File: src/rtl/display_scan_ctrl_pkg.sv
// Shared constants and types for the 4-digit seven-segment scan controller.
// Anode patterns are active-low: a 0 bit lights that digit.
package display_scan_ctrl_pkg;

  localparam logic [3:0] ANODE_OFF = 4'b1111;
  localparam logic [3:0] ANODE_DIG [4] = '{4'b1110, 4'b1101, 4'b1011, 4'b0111};

  typedef enum logic {
    BLANK = 1'b0,
    ON    = 1'b1
  } scan_state_t;

  function automatic logic [3:0] digit_anode(input logic [1:0] idx, input logic [3:0] mask);
    return mask[idx] ? ANODE_DIG[idx] : ANODE_OFF;
  endfunction

endpackage

File: src/rtl/display_scan_ctrl_if.sv
// Bundle between the arithmetic datapath (operands in), the scan controller,
// and the seven-segment decoders (anode select and committed values out).
interface display_scan_ctrl_if;

  logic       en;
  logic       load;
  logic [3:0] a_in;
  logic [3:0] b_in;
  logic [3:0] sum_in;
  logic [3:0] diff_in;
  logic [3:0] digit_mask;
  logic [3:0] anode;
  logic [3:0] a_out;
  logic [3:0] b_out;
  logic [3:0] sum_out;
  logic [3:0] diff_out;
  logic       frame_tick;

  modport master (
    output en, load, a_in, b_in, sum_in, diff_in, digit_mask,
    input  anode, a_out, b_out, sum_out, diff_out, frame_tick
  );

  modport slave (
    input  en, load, a_in, b_in, sum_in, diff_in, digit_mask,
    output anode, a_out, b_out, sum_out, diff_out, frame_tick
  );

endinterface

File: src/rtl/display_scan_ctrl_scan_timer.sv
// Loadable down-counter; o_tc is high while the count sits at zero.
// A load value of N-1 therefore yields a slot of N cycles.
module scan_timer #(
  parameter int              CNT_W   = 1,
  parameter logic [CNT_W-1:0] RST_VAL = '0
) (
  input  logic             clk,
  input  logic             rst_n,
  input  logic             i_load,
  input  logic [CNT_W-1:0] i_val,
  output logic             o_tc
);

  logic [CNT_W-1:0] r_cnt;

  always_ff @(posedge clk or negedge rst_n) begin
    if (!rst_n) begin
      r_cnt <= RST_VAL;
    end else if (i_load) begin
      r_cnt <= i_val;
    end else if (r_cnt != '0) begin
      r_cnt <= r_cnt - 1'b1;
    end
  end

  assign o_tc = (r_cnt == '0);

endmodule

File: src/rtl/display_scan_ctrl.sv
// Time-multiplexed anode scan for a 4-digit common-anode display with blanking
// gaps, plus shadow/commit registers so the decoders see frame-coherent values.
module display_scan_ctrl
  import display_scan_ctrl_pkg::*;
#(
  parameter int DIGIT_CYCLES = 100000,
  parameter int BLANK_CYCLES = 1000
) (
  input  logic                clk,
  input  logic                rst_n,
  display_scan_ctrl_if.slave  bus
);

  localparam int MAX_CYC = (DIGIT_CYCLES > BLANK_CYCLES) ? DIGIT_CYCLES : BLANK_CYCLES;
  localparam int CNT_W   = $clog2(MAX_CYC + 1);

  localparam logic [CNT_W-1:0] ON_LD  = CNT_W'(DIGIT_CYCLES - 1);
  localparam logic [CNT_W-1:0] BLK_LD = (BLANK_CYCLES == 0) ? '0 : CNT_W'(BLANK_CYCLES - 1);
  // With no blanking the ON slot chains straight into the next ON slot.
  localparam logic [CNT_W-1:0] AFTER_ON_LD = (BLANK_CYCLES == 0) ? ON_LD : BLK_LD;

  scan_state_t      r_state;
  logic [1:0]       r_idx;
  logic [3:0]       r_anode;
  logic             r_tick;
  logic [15:0]      r_shadow;
  logic [15:0]      r_vals;

  logic             w_tc;
  logic             w_ld;
  logic [CNT_W-1:0] w_ld_val;
  logic [1:0]       w_idx_nxt;
  logic [15:0]      w_in;
  logic [15:0]      w_commit;

  assign w_idx_nxt = r_idx + 2'd1;
  assign w_in      = {bus.a_in, bus.b_in, bus.sum_in, bus.diff_in};
  // A load landing on the commit edge wins over the stale shadow.
  assign w_commit  = bus.load ? w_in : r_shadow;

  always_comb begin
    w_ld     = 1'b0;
    w_ld_val = BLK_LD;
    if (!bus.en) begin
      w_ld     = 1'b1;
      w_ld_val = BLK_LD;
    end else if (w_tc) begin
      w_ld     = 1'b1;
      w_ld_val = (r_state == BLANK) ? ON_LD : AFTER_ON_LD;
    end
  end

  scan_timer #(
    .CNT_W   (CNT_W),
    .RST_VAL (BLK_LD)
  ) u_timer (
    .clk    (clk),
    .rst_n  (rst_n),
    .i_load (w_ld),
    .i_val  (w_ld_val),
    .o_tc   (w_tc)
  );

  always_ff @(posedge clk or negedge rst_n) begin
    if (!rst_n) begin
      r_state  <= BLANK;
      r_idx    <= 2'd0;
      r_anode  <= ANODE_OFF;
      r_tick   <= 1'b0;
      r_shadow <= '0;
      r_vals   <= '0;
    end else begin
      if (bus.load) begin
        r_shadow <= w_in;
      end
      r_tick <= 1'b0;
      if (!bus.en) begin
        r_state <= BLANK;
        r_idx   <= 2'd0;
        r_anode <= ANODE_OFF;
      end else begin
        case (r_state)
          BLANK: begin
            if (w_tc) begin
              r_state <= ON;
              r_anode <= digit_anode(r_idx, bus.digit_mask);
            end else begin
              r_anode <= ANODE_OFF;
            end
          end
          ON: begin
            if (w_tc) begin
              r_idx <= w_idx_nxt;
              if (r_idx == 2'd3) begin
                r_tick <= 1'b1;
                r_vals <= w_commit;
              end
              if (BLANK_CYCLES == 0) begin
                r_anode <= digit_anode(w_idx_nxt, bus.digit_mask);
              end else begin
                r_state <= BLANK;
                r_anode <= ANODE_OFF;
              end
            end else begin
              r_anode <= digit_anode(r_idx, bus.digit_mask);
            end
          end
        endcase
      end
    end
  end

  assign bus.anode      = r_anode;
  assign bus.frame_tick = r_tick;
  assign bus.a_out      = r_vals[15:12];
  assign bus.b_out      = r_vals[11:8];
  assign bus.sum_out    = r_vals[7:4];
  assign bus.diff_out   = r_vals[3:0];

endmodule

File: src/flat_wrapper.sv
// flat-port wrapper written by rule: the top's interface ports become plain ports
module display_scan_ctrl_flat import display_scan_ctrl_pkg::*;
#(
  parameter int DIGIT_CYCLES = 100000,
  parameter int BLANK_CYCLES = 1000
)
  (clk, rst_n, bus_en, bus_load, bus_a_in, bus_b_in, bus_sum_in, bus_diff_in, bus_digit_mask, bus_anode, bus_a_out, bus_b_out, bus_sum_out, bus_diff_out, bus_frame_tick);
  display_scan_ctrl_if bus_i ();
  input  logic clk;
  input  logic rst_n;
  input wire logic [$bits(bus_i.en)-1:0] bus_en;
  input wire logic [$bits(bus_i.load)-1:0] bus_load;
  input wire logic [$bits(bus_i.a_in)-1:0] bus_a_in;
  input wire logic [$bits(bus_i.b_in)-1:0] bus_b_in;
  input wire logic [$bits(bus_i.sum_in)-1:0] bus_sum_in;
  input wire logic [$bits(bus_i.diff_in)-1:0] bus_diff_in;
  input wire logic [$bits(bus_i.digit_mask)-1:0] bus_digit_mask;
  output wire logic [$bits(bus_i.anode)-1:0] bus_anode;
  output wire logic [$bits(bus_i.a_out)-1:0] bus_a_out;
  output wire logic [$bits(bus_i.b_out)-1:0] bus_b_out;
  output wire logic [$bits(bus_i.sum_out)-1:0] bus_sum_out;
  output wire logic [$bits(bus_i.diff_out)-1:0] bus_diff_out;
  output wire logic [$bits(bus_i.frame_tick)-1:0] bus_frame_tick;
  assign bus_i.en = bus_en;
  assign bus_i.load = bus_load;
  assign bus_i.a_in = bus_a_in;
  assign bus_i.b_in = bus_b_in;
  assign bus_i.sum_in = bus_sum_in;
  assign bus_i.diff_in = bus_diff_in;
  assign bus_i.digit_mask = bus_digit_mask;
  assign bus_anode = bus_i.anode;
  assign bus_a_out = bus_i.a_out;
  assign bus_b_out = bus_i.b_out;
  assign bus_sum_out = bus_i.sum_out;
  assign bus_diff_out = bus_i.diff_out;
  assign bus_frame_tick = bus_i.frame_tick;
  display_scan_ctrl #(.DIGIT_CYCLES(DIGIT_CYCLES), .BLANK_CYCLES(BLANK_CYCLES)) u_core (.clk(clk), .rst_n(rst_n), .bus(bus_i));
endmodule
File: config.mk
export PLATFORM = sky130hd
export DESIGN_NAME = display_scan_ctrl_flat
export DESIGN_NICKNAME = d
export VERILOG_FILES = /design/src/rtl/display_scan_ctrl_pkg.sv /design/src/rtl/display_scan_ctrl_if.sv /design/src/rtl/display_scan_ctrl_scan_timer.sv /design/src/rtl/display_scan_ctrl.sv /design/src/flat_wrapper.sv
export SDC_FILE = /design/constraint.sdc
export NUM_CORES = 1
export LEC_CHECK = 0
export BUFFER_PORTS_ARGS = -buffer_cell sky130_fd_sc_hd__buf_2
export CORE_MARGIN = 5
export CORE_UTILIZATION = 45
export DETAILED_ROUTE_END_ITERATION = 8
export PLACE_DENSITY = 0.66
export SYNTH_ARGS = -nofsm -noshare
export SYNTH_HDL_FRONTEND = slang
export SYNTH_SLANG_ARGS = --single-unit
export TNS_END_PERCENT = 30
File: constraint.sdc
create_clock -name clk -period 3.8 [get_ports clk]
set_input_delay 0.76 -clock clk [delete_from_list [all_inputs] [get_ports clk]]
set_output_delay 0.76 -clock clk [all_outputs]
set_load 0.01 [all_outputs]
==> Yosys cells after proc, flatten, opt, wreduce, memory -nomap -nowiden <==
Cells that the tools add are included.
W data, S select, Z words.
{ "op_classes": {"muxes": 28, "n_eq_ne": 3, "bitwise": 2, "magnitude_cmp": 2, "addsub": 2, "reduce_logical": 5} }
{ "op_table": {"columns": ["operator", "n"], "rows": [
  ["$mux W17", 5],
  ["$mux W4", 6],
  ["$logic_not A17 Y1", 1],
  ["$reduce_bool A17 Y1", 1],
  ["$sub A17 B1 Y17 const B", 1],
  ["$mux W16", 1],
  ["$mux W1", 9],
  ["$bmux W4 S2", 1],
  ["$pmux W4 S2", 1],
  ["$mux W2", 3],
  ["$ne A2 B1 Y1 const B", 2],
  ["$reduce_and A4 Y1", 1],
  ["$ge A3 B3 Y1 const B", 1],
  ["$lt A2 B3 Y1 const B", 1],
  ["$not A2 Y3", 1],
  ["$add A2 B1 Y2 const B", 1],
  ["$bmux W1 S2", 1],
  ["$eq A2 B2 Y1 const B", 1],
  ["$pmux W1 S2", 1],
  ["$reduce_and A2 Y1", 1],
  ["$reduce_bool A2 Y1", 1],
  ["$not A1 Y1", 1]
]} }
{ "word_totals": {"output_inout_bits": 21, "word_cells": 49, "register_bits": 57, "in_bits": 24} }

==> Logic depth before layout (Yosys ltp) <==
Gate-level depths: netlist of the first run.
{ "logic_depth": {"depth_word": 8, "ltp_mapped": 9, "mapped_depth_nobuf": 9} }

==> Cells and area by module <==
Synthesis of the first run repeated with hierarchy kept, for this count alone.
{ "unflattened": {"hier_cells": 214, "area_unflattened_um2": 2762.6} }
{ "by_module_without_submodules": {"columns": ["mod", "cells_per_inst", "seq_area_each_um2", "area_per_inst_um2", "instances"], "rows": [
  ["display_scan_ctrl", 105, 1006.0, 1719.1, 1],
  ["scan_timer", 109, 435.4, 1043.5, 1]
]} }

==> Worst setup path before layout of the first run <==
Ideal clock, no wire load.
{ "synth_path": {"path_kind": "input -> register", "startpoint": "in bus_load", "endpoint": "reg u_core.r_vals[0]", "t_required_ns": 3.675, "setup_time_ns": 0.125, "path_slack_ns": 1.827, "path_stages": 4, "path_buffers": 2, "arrival_time_ns": 1.848, "cell_sequence": "clkbuf_1 buf_2 mux2_2 mux2_2"} }
{ "synth_between": {"elab_chain_len": 1} }
{ "synth_rtl": {"columns": ["element", "line_no", "text"], "rows": [
  ["start, declared", "flat_wrapper.sv:12", "input wire logic [$bits(bus_i.load)-1:0] bus_load;"],
  ["$mux W16", "display_scan_ctrl.sv:39", "assign w_commit = bus.load ? w_in : r_shadow;"],
  ["net u_core.w_commit[0]", "display_scan_ctrl.sv:34", "logic [15:0] w_commit;"],
  ["end signal, assigned", "display_scan_ctrl.sv:96", "r_vals <= w_commit;"],
  ["end, declared", "display_scan_ctrl.sv:27", "logic [15:0] r_vals;"]
]} }
The timed path passes the listed nets, and every way through them passes these cells.
A chain may end at the register's enable or synchronous reset.

==> Final worst setup path of the first run <==
{ "layout_path": {"startpoint": "reg u_core.u_timer.r_cnt[0]", "endpoint": "reg u_core.u_timer.r_cnt[15]"} }
{ "layout_between": {"elab_chain_len": 4, "word_cells_on_any_way": 10, "cone_classes": "add/sub: 1; mux: 6; reduce/logical: 3"} }
{ "layout_rtl": {"columns": ["element", "line_no", "text"], "rows": [
  ["start, declared", "display_scan_ctrl_scan_timer.sv:14", "logic [CNT_W-1:0] r_cnt;"],
  ["start signal, assigned", "display_scan_ctrl_scan_timer.sv:20", "r_cnt <= i_val;"],
  ["start signal, assigned", "display_scan_ctrl_scan_timer.sv:22", "r_cnt <= r_cnt - 1'b1;"],
  ["parallel branches: the longest is 4 deep, another holds $sub A17 B1 Y17", null, null]
]} }
Parallel ways; which one is timed is not known. The select of a mux whose other input is x is not followed.

==> reports/qor.txt, run 1 <==
Final ANT Viol Nets - 0
Vias in the first global route - 1,576
Layout cells sized above 1 - 47.0%
Yosys reg bits - 57
Worst Path Required - 3.99 ns
Synth area leader - dfrtp_1
Global Route Usage Sum - 13.2%
Hold buffer count at CTS - 0
Max Cap Viol - 0
Top cells by count, synth - 45 x dfrtp_1, 23 x mux2_2, 12 x dfstp_2
DP HPWL - 3220 um
Top Ports - 45
DIE AREA - 7390 um2
Critical path launch point type - flop
Relative slew slack - 28.3%
Psw - 0.271 mW
Core Area - 5540 um2
CTS sink count - 57
Routability cong. - 0.765
Setup repair bufs after CTS - 0
CTS tree - built
Asr flop ratio synth - 100%
Synthesized instance count - 190
Vias - 1,620
CTS H-Tree Depth - 3
Post-synth EDFFs - 0
Post-synth top area share - 43.4%
Initial DRC Count - 54
Maximum achievable frequency - 0.462 GHz
Critical-path maximum fanout - 10
Leakage Power - 1.44 nW
Vias per inst - 5.08
Period utilization - 57.0%
Slew Limit Fails - 0
Non-filler cells in the finished layout - 319
DRC violations left - 0
FP Rows - 27
Area growth syn-to-layout - 20.5%
Clock Skew - 0.00902 ns
Outcome - finished, final reports clean
Pwr dens - 442 nW/um2
Buffers on Ports - 44
Grt total ovfl - 0
CTS buffer count - 9
Sequential fraction of the synthesis area - 55.5%
GR Util met2 - 19.7%
Tmin final - 2.17 ns
M1 GR Usage - 17.4%
Synth unique cells - 38
Fin nets - 274
Initial antenna violation count - 0
Clock Pin Slew Worst Setup and Hold Paths - 0.06 ns
Initial Utilization - 46.9%
Fill cells - 476
Critical Path AT - 2.36 ns
Synth area leaders - dfrtp_1 43%, dfstp_2 12%, mux2_2 10%
Logic pwr share - 4.7%
Internal - 1.11 mW
CP Capture Type - flop
Busiest layer in global routing - met2
Final setup vio count - 0
Synth Flop Type - dfrtp_1
Largest net degree at the start of global routing - 52
Root Buffer - clkbuf_8
Synthesized area per cell - 13.7 um2
Width of the die - 86.0 um
Synthesized area - 2600 um2
Final Util - 56.5%
Clk_lat worst skew - 0.33 ns
# resized after CTS - 0
VDD IR max - 250 uV
Clk pwr share - 49.2%
Setup CP Type - flop to flop
Number of diodes - 0
Seq pwr share - 46.1%
Met3 usage - 5.48%
Die Y - 86.0 um
DP Cell Count - 303
Actual slew at the worst max-slew pin - 1.08 ns
Routed len/inst - 14.3 um
RSZ-0062 raised after global routing - no
Global-route wire length before repair - 7490 um
Setup TNS - 0 ns
Syn nets - 222
DRT Pass-1 Iters - 4
Syn. warnings - 0
Sw Ratio - 19.6%
Final hold vios - 0
Detailed Route WL - 4560 um
Top-count cell post-synth - dfrtp_1
Hold Path Class - flop to flop
Longest Clk Path Bufs - 2
[stage by stage]
stage	power, mW	cell area (um2)	hold slack (ns)	setup WS (ns)
finish	1.38	3130	0.472	1.63
global route	1.44	3130	0.485	1.49
global placement	0.712	2880	0.455	1.74
detailed placement	0.715	2880	0.461	1.63
CTS	1.41	3130	0.475	1.63
floorplan	0.682	2600	0.442	1.83
[cells by family after synthesis]
family | Yosys count | share of synthesized area, %
AO/OA/AOI/OAI | 19 | 4.14
XOR/XNOR | 11 | 3.71
adder cells (fa/ha/maj) | 8 | 3.86
buffers and inverters | 12 | 2.46
flip-flops | 57 | 55.5
multiplexers | 33 | 16.0
AND/OR/NAND/NOR | 50 | 14.3
[registers in the layout, indices dropped and copies added, names as in the netlist]
| register | flops |
|---|---|
| u_core.r_state | 1 |
| u_core.u_timer.r_cnt | 17 |
| u_core.r_idx | 2 |
| u_core.bus.anode | 4 |
| u_core.r_shadow | 16 |
| u_core.bus.frame_tick | 1 |
| u_core.r_vals | 16 |
[placed cells by master (no fill, tap or decap), drive strengths merged, types with 6 or more instances in the layout]
cell type | netlist | final
buf | 3 | 46
dfrtp | 45 | 45
mux2 | 32 | 32
dfstp | 12 | 12
clkbuf | 2 | 11
nand2 | 10 | 10
nor2 | 10 | 10
a21oi | 8 | 8
ha | 8 | 8
inv | 7 | 7
nand4 | 7 | 7
xnor2 | 6 | 6
[layer usage]
layer | vias up | routed length (um)
met5 | - | 0
met4 | 0 | 40
met3 | 5 | 299
met2 | 34 | 2100
met1 | 793 | 2130
li1 | 788 | -
[power groups by stage]
stage               Combinational [mW]  Sequential [mW]  Clock [mW]
floorplan                       0.0380            0.644           0
global placement                0.0650            0.647           0
detailed placement              0.0669            0.648           0
CTS                             0.0669            0.637       0.701
global route                    0.0740            0.639       0.730
finish                          0.0651            0.637       0.681
[worst paths after layout]
path                                               from                        to  slack, ns  cells after the start
min in group asynchronous                         rst_n          u_core.r_vals[4]       0.63                      1
worst max register to register  u_core.u_timer.r_cnt[0]  u_core.u_timer.r_cnt[15]       1.63                      8
max in group asynchronous                         rst_n   u_core.u_timer.r_cnt[5]       2.40                      2
worst min register to register  u_core.u_timer.r_cnt[0]   u_core.u_timer.r_cnt[0]       0.47                      1
worst max-delay path            u_core.u_timer.r_cnt[0]  u_core.u_timer.r_cnt[15]       1.63                      8
worst min-delay path            u_core.u_timer.r_cnt[0]   u_core.u_timer.r_cnt[0]       0.47                      1
[cell type report]
class	instances	area, um2	share of cell area, %
Inverter	7	26.3	0.840
Tap cell	72	90.1	2.88
Clock inverter	5	103	3.28
Sequential cell	57	1440	46.1
Timing Repair Buffer	46	235	7.52
Multi-Input combinational cell	121	1090	34.9
Clock buffer	11	141	4.52
[worst max-delay path: stages, from the launching register on]
cell and delay, ns:
dfstp_2 0.56, inv_1 0.06, ha_1 0.21, nor4b_4 0.14
nand4_4 0.19, inv_1 0.15, ha_1 0.23, o21ai_0 0.41
a31oi_1 0.07
No activity file was read; power rests on OpenSTA's default activity.
==> run 2: changes to the inputs <==
- clock period: 3.8 -> 2.08 ns (I/O delays scaled with it)
==> run 2 against run 1 <==
  * Register-to-register slack got worse by 1.5 ns
  * Total power increased by 64%
  * Routed wire length increased by 0.24%
  * First-iteration DRC count down 20%
  * Non-clock buffer count increased by 11
  * Core utilization rose by 0.86 points
  * Sequential share of layout area is 0.69 points lower
  * Critical path type unchanged
  * Largest cell class unchanged
  * Clock power grew 43%
  * Cell count is 3.4% higher
  * Highest routed layer unchanged
==> reports/qor.txt, run 2 (same netlist as run 1, synthesis figures left out) <==
Outcome - finished, final reports clean
RSZ-0062 raised after global routing - no
Largest net degree at the start of global routing - 23
DIE AREA - 7390 um2
Commonest non-fill, non-tap cell in the layout - dfrtp_1
CTS tree - built
Reg-to-reg critical path startpoint - u_core.u_timer.r_cnt[0]
Vias in the first global route - 1,680
Largest register FFs - 17
Critical-path maximum fanout - 17
Maximum achievable frequency - 0.518 GHz
CP Capture Type - flop
Power consumption - 2.26 mW
Biggest regs - u_core.u_timer.r_cnt (17), u_core.r_shadow (16), u_core.r_vals (16)
Area of the multi-input gates - 1090 um2
CP startpoint - u_core.u_timer.r_cnt[0]
Die Y - 86.0 um
Clk pwr share - 43.1%
Pwr dens - 713 nW/um2
Setup CP Type - flop to flop
Final hold vios - 0
Tmin final - 1.93 ns
CTS H-Tree Depth - 3
Sequential cell area - 1440 um2
Setup TNS - 0 ns
Fin nets - 285
Logic pwr share - 5.5%
Root Buffer - clkbuf_8
CTS buffer count - 9
Initial antenna violation count - 0
Grt total ovfl - 0
Clock Pin Slew Worst Setup and Hold Paths - 0.06 ns
Clock Skew - 0.00906 ns
Max Cap Viol - 0
Final setup vio count - 0
Hold Path Class - input port to asynchronous set/reset pin
Routed len/inst - 13.9 um
Initial Utilization - 46.9%
DP HPWL - 3350 um
Routability cong. - 0.766
Core Area - 5540 um2
CTS sink count - 57
Critical Path AT - 2.13 ns
Slew Limit Fails - 0
Fill cells - 481
Critical path launch point type - flop
Vias - 1,655
Number of diodes - 0
Internal - 1.79 mW
Final ANT Viol Nets - 0
Worst Path Required - 2.28 ns
Actual slew at the worst max-slew pin - 0.442 ns
Delay-heaviest family, CP - simple AND/OR/NAND/NOR gates
Initial DRC Count - 43
Critical-path top delay cell - dfstp_2
Biggest register - u_core.u_timer.r_cnt
Worst Path Buf+Inv - 2
Global Route Usage Sum - 13.9%
FF-to-FF End - u_core.r_vals[2]
Longest Clk Path Bufs - 2
CP peak stage delay - 0.38 ns
End of the critical path - u_core.r_vals[2]
Relative slew slack - 70.5%
Reg-to-reg slack, setup - 0.15 ns
DRT Pass-1 Iters - 4
FP Rows - 27
Hold buffer count at CTS - 0
DRC violations left - 0
Leakage Power - 1.48 nW
Global-route wire length before repair - 7940 um
CP Cell Sequence - inv_1 -> ha_1 -> nor4b_4 -> nand4_4 -> nor2_8 -> buf_12 -> mux2_2
Buffers on Ports - 44
Sw Ratio - 20.9%
Critical path depth - 7
Seq pwr share - 51.4%
Most frequent cells in the layout - 45 x dfrtp_1, 44 x buf_2, 23 x mux2_2
Psw - 0.474 mW
Top Ports - 45
Clk_lat worst skew - 0.32 ns
VDD IR max - 483 uV
Area growth syn-to-layout - 22.3%
R2r worst-path depth - 7
Vias per inst - 5.02
Width of the die - 86.0 um
Detailed Route WL - 4570 um
Period utilization - 92.7%
Layout cells sized above 1 - 49.6%
-- run 2: what timing repair did --
action,4_1_cts,5_1_grt
resized for setup,0,1
endpoints found under the setup margin,0,8
setup buffers,0,2
-- run 2: power groups by stage --
stage               clock [mW]  sequential [mW]  combinational [mW]
floorplan                    0             1.18              0.0694
global placement             0             1.18               0.124
detailed placement           0             1.18               0.127
CTS                       1.01             1.16               0.127
global route              1.07             1.17               0.143
finish                   0.976             1.16               0.123
-- run 2: routing by layer --
layer | vias to the layer above | track usage [%] | part of all wire, %
met3 | 2 | 6.05 | 7.0
met5 | - | 0 | 0
met4 | 0 | 4.75 | 0.90
li1 | 811 | - | -
met2 | 33 | 21.5 | 47
met1 | 809 | 17.5 | 45
-- run 2: layout make-up --
| class | instances | area share (%) |
|---|---|---|
| multi-input cells | 121 | 34.4 |
| clock inverters | 5 | 1.73 |
| clock buffers | 11 | 4.45 |
| well taps | 72 | 2.84 |
| repair buffers | 57 | 10.4 |
| flip-flops and latches | 57 | 45.4 |
| inverters | 7 | 0.827 |
-- run 2: stage by stage --
stage | std cells | instance area (um2) | hold slack [ns] | setup slack [ns] | util [%]
3_3_place_gp | 312 | 2950 | 0.381 | 0.117 | 53.3
5_1_grt | 330 | 3180 | 0.0456 | 0.00268 | 57.3
3_5_place_dp | 312 | 2950 | 0.387 | 0.0645 | 53.3
4_1_cts | 328 | 3150 | 0.0237 | 0.0555 | 56.8
6_report | 330 | 3180 | 0.0311 | 0.151 | 57.3
2_1_floorplan | 190 | 2600 | 0.120 | 0.157 | -
-- run 2: worst min path at each step --
stage	end	slack (ns)	cells past startpoint
global route	u_core.r_shadow[1]	0.05	1
global placement	u_core.r_shadow[2]	0.38	1
floorplan	u_core.bus.frame_tick	0.12	0
detailed placement	u_core.r_shadow[3]	0.39	1
CTS	u_core.r_shadow[1]	0.02	1
finish	u_core.u_timer.r_cnt[13]	0.03	1
==> run 3: changes to the inputs <==
- SYNTH_HIERARCHICAL: not set -> 1
==> run 3 against run 2 <==
  * Routed wire length up 17%
  * Count of clock-buffer cells in the layout stayed put
  * Register-to-register slack worse by 0.10 ns
  * Critical endpoint is now u_core/u_timer/r_cnt[13]
  * Largest cell class unchanged
==> reports/qor.txt, run 3 <==
Largest register FFs - 17
Synth unique cells - 43
Final hold vios - 0
Longest Clk Path Bufs - 2
Area growth syn-to-layout - 27.9%
Top cells by count, synth - 45 x dfrtp_1, 18 x mux2_2, 18 x nand2_1
Hold buffer count at CTS - 0
CTS buffer count - 9
Number of diodes - 0
Biggest register - u_core/u_timer/r_cnt
Routed len/inst - 14.5 um
Vias per inst - 5.16
CTS sink count - 57
R2r worst-path depth - 10
Global Route Usage Sum - 14.7%
Reg-to-reg slack, setup - 0.05 ns
CP Capture Type - flop
VDD IR max - 470 uV
Synth Area in Adders - 3.17%
Leakage Power - 1.65 nW
Grt total ovfl - 0
Most frequent cells in the layout - 45 x dfrtp_1, 44 x buf_2, 20 x buf_4
Root Buffer - clkbuf_8
Reg-to-reg critical path startpoint - u_core/u_timer/r_cnt[1]
Synth Area in Simple Gates - 13.0%
Largest family of logic cells by synthesized area - multiplexers
DP HPWL - 3710 um
Synth Flop Type - dfrtp_1
Post-synth EDFFs - 0
Largest net degree at the start of global routing - 41
Width of the die - 88.4 um
Routability cong. - 0.808
Hold slack final - 0.0206 ns
CTS H-Tree Depth - 3
Vias - 1,908
Yosys reg bits - 57
Buffers on Ports - 44
Global-route wire length before repair - 8920 um
Period utilization - 97.7%
DRC violations left - 0
Layout cells sized above 1 - 48.5%
Core Area - 5960 um2
Initial antenna violation count - 0
Initial Utilization - 46.4%
Synth area leaders - dfrtp_1 41%, dfstp_2 11%, mux2_4 7.6%
Syn. warnings - 6
Biggest regs - u_core/u_timer/r_cnt (17), u_core/r_shadow (16), u_core/r_vals (16)
XOR/XNOR Fraction of Synth Area - 3.80%
FF-to-FF End - u_core/u_timer/r_cnt[13]
Critical Path AT - 2.23 ns
Hold Path Class - input port to asynchronous set/reset pin
Clk_lat worst skew - 0.32 ns
Vias in the first global route - 1,915
Synthesized area per cell - 12.9 um2
Top Ports - 45
Maximum achievable frequency - 0.492 GHz
Final ANT Viol Nets - 0
RSZ-0062 raised after global routing - yes
Setup ws final - 0.0474 ns
Setup CP Type - flop to flop
FP Rows - 28
Setup slack at placement - -0.0526 ns
Synthesized instance count - 214
Post-synth top area share - 40.8%
Post-synthesis mux area share - 15.8%
Pwr dens - 749 nW/um2
Tmin final - 2.03 ns
Critical-path maximum fanout - 7
Slew Limit Fails - 0
DIE AREA - 7810 um2
Setup TNS - 0 ns
Clock Pin Slew Worst Setup and Hold Paths - 0.07 ns
DRT Pass-1 Iters - 4
Max Cap Viol - 0
Sequential fraction of the synthesis area - 52.2%
Compound-Gate Fraction of Synth Area - 7.65%
Commonest non-fill, non-tap cell in the layout - dfrtp_1
Top-count cell post-synth - dfrtp_1
CTS tree - built
Synthesized area - 2760 um2
Fin nets - 321
Outcome - finished, final reports clean
Synth area leader - dfrtp_1
Die Y - 88.4 um
Clock Skew - 0.0111 ns
Final setup vio count - 0
Asr flop ratio synth - 100%
Initial DRC Count - 75
Detailed Route WL - 5360 um
Critical path launch point type - flop
Worst Path Required - 2.28 ns
run 3: cell families (layout without fill, tap and decap cells):
kind of cell             after synthesis  count (layout)
adder cells (fa/ha/maj)                7               7
buffers and inverters                 16              90
other                                  2               9
AND/OR/NAND/NOR                       59              59
XOR/XNOR                              12              12
flip-flops                            57              57
AO/OA/AOI/OAI                         28              28
multiplexers                          33              33
run 3: repair_timing:
action                                  in CTS  in global routing
endpoints found under the setup margin      12                 26
pin swaps                                    0                  4
gates cloned                                 0                  1
resized for setup                            5                  9
buffers inserted                             0                  1
run 3: worst max-delay path: stages (launching register included):
cell	delay (ns)
dfstp_2	0.55
inv_2	0.05
ha_4	0.16
nor4b_4	0.13
nand2b_1	0.14
nor3_4	0.06
buf_4	0.16
nand2b_4	0.17
buf_4	0.17
a211oi_1	0.23
nor3b_1	0.09
run 3: how the worst max path moves through the flow:
| stage | endpoint | slack [ns] | startpoint |
|---|---|---|---|
| 2_1_floorplan | u_core/r_vals[10] | -0.19 | u_core/u_timer/r_cnt[1] |
| 3_5_place_dp | u_core/u_timer/r_cnt[1] | -0.05 | u_core/u_timer/r_cnt[1] |
| 4_1_cts | u_core/r_vals[6] | 0.00002 | u_core/u_timer/r_cnt[1] |
| 6_report | u_core/u_timer/r_cnt[13] | 0.05 | u_core/u_timer/r_cnt[1] |
| 5_1_grt | u_core/u_timer/r_cnt[13] | -0.04 | u_core/u_timer/r_cnt[3] |
| 3_3_place_gp | u_core/r_vals[4] | -0.007 | u_core/u_timer/r_cnt[13] |
run 3: metrics by stage:
step	power, mW	util, %	cell area [um2]	std cells
2_1_floorplan	1.43	-	2830	221
3_3_place_gp	1.54	54.3	3230	352
3_5_place_dp	1.55	54.3	3230	352
4_1_cts	2.68	58.3	3470	368
5_1_grt	2.79	59.3	3530	370
6_report	2.65	59.3	3530	370
run 3: metal layers:
metal / GRT usage [%] / up-vias / part of all wire, %
li1: - / 912 / -
met1: 18.5 / 943 / 44
met2: 23.9 / 45 / 49
met3: 4.93 / 8 / 6.4
met4: 4.53 / 0 / 1.1
met5: 0 / - / 0
run 3: area by class of cell:
cell class	count	area [um2]
Inverter	6	22.5
Clock inverter	5	80.1
Clock buffer	11	131
Timing Repair Buffer	68	447
Tap cell	75	93.8
Fill cell	497	2420
Sequential cell	57	1440
Multi-Input combinational cell	148	1320
run 3: report_power, final:
group	internal, mW	switching (mW)
clock	0.673	0.427
combinational	0.162	0.153
sequential	1.18	0.0463
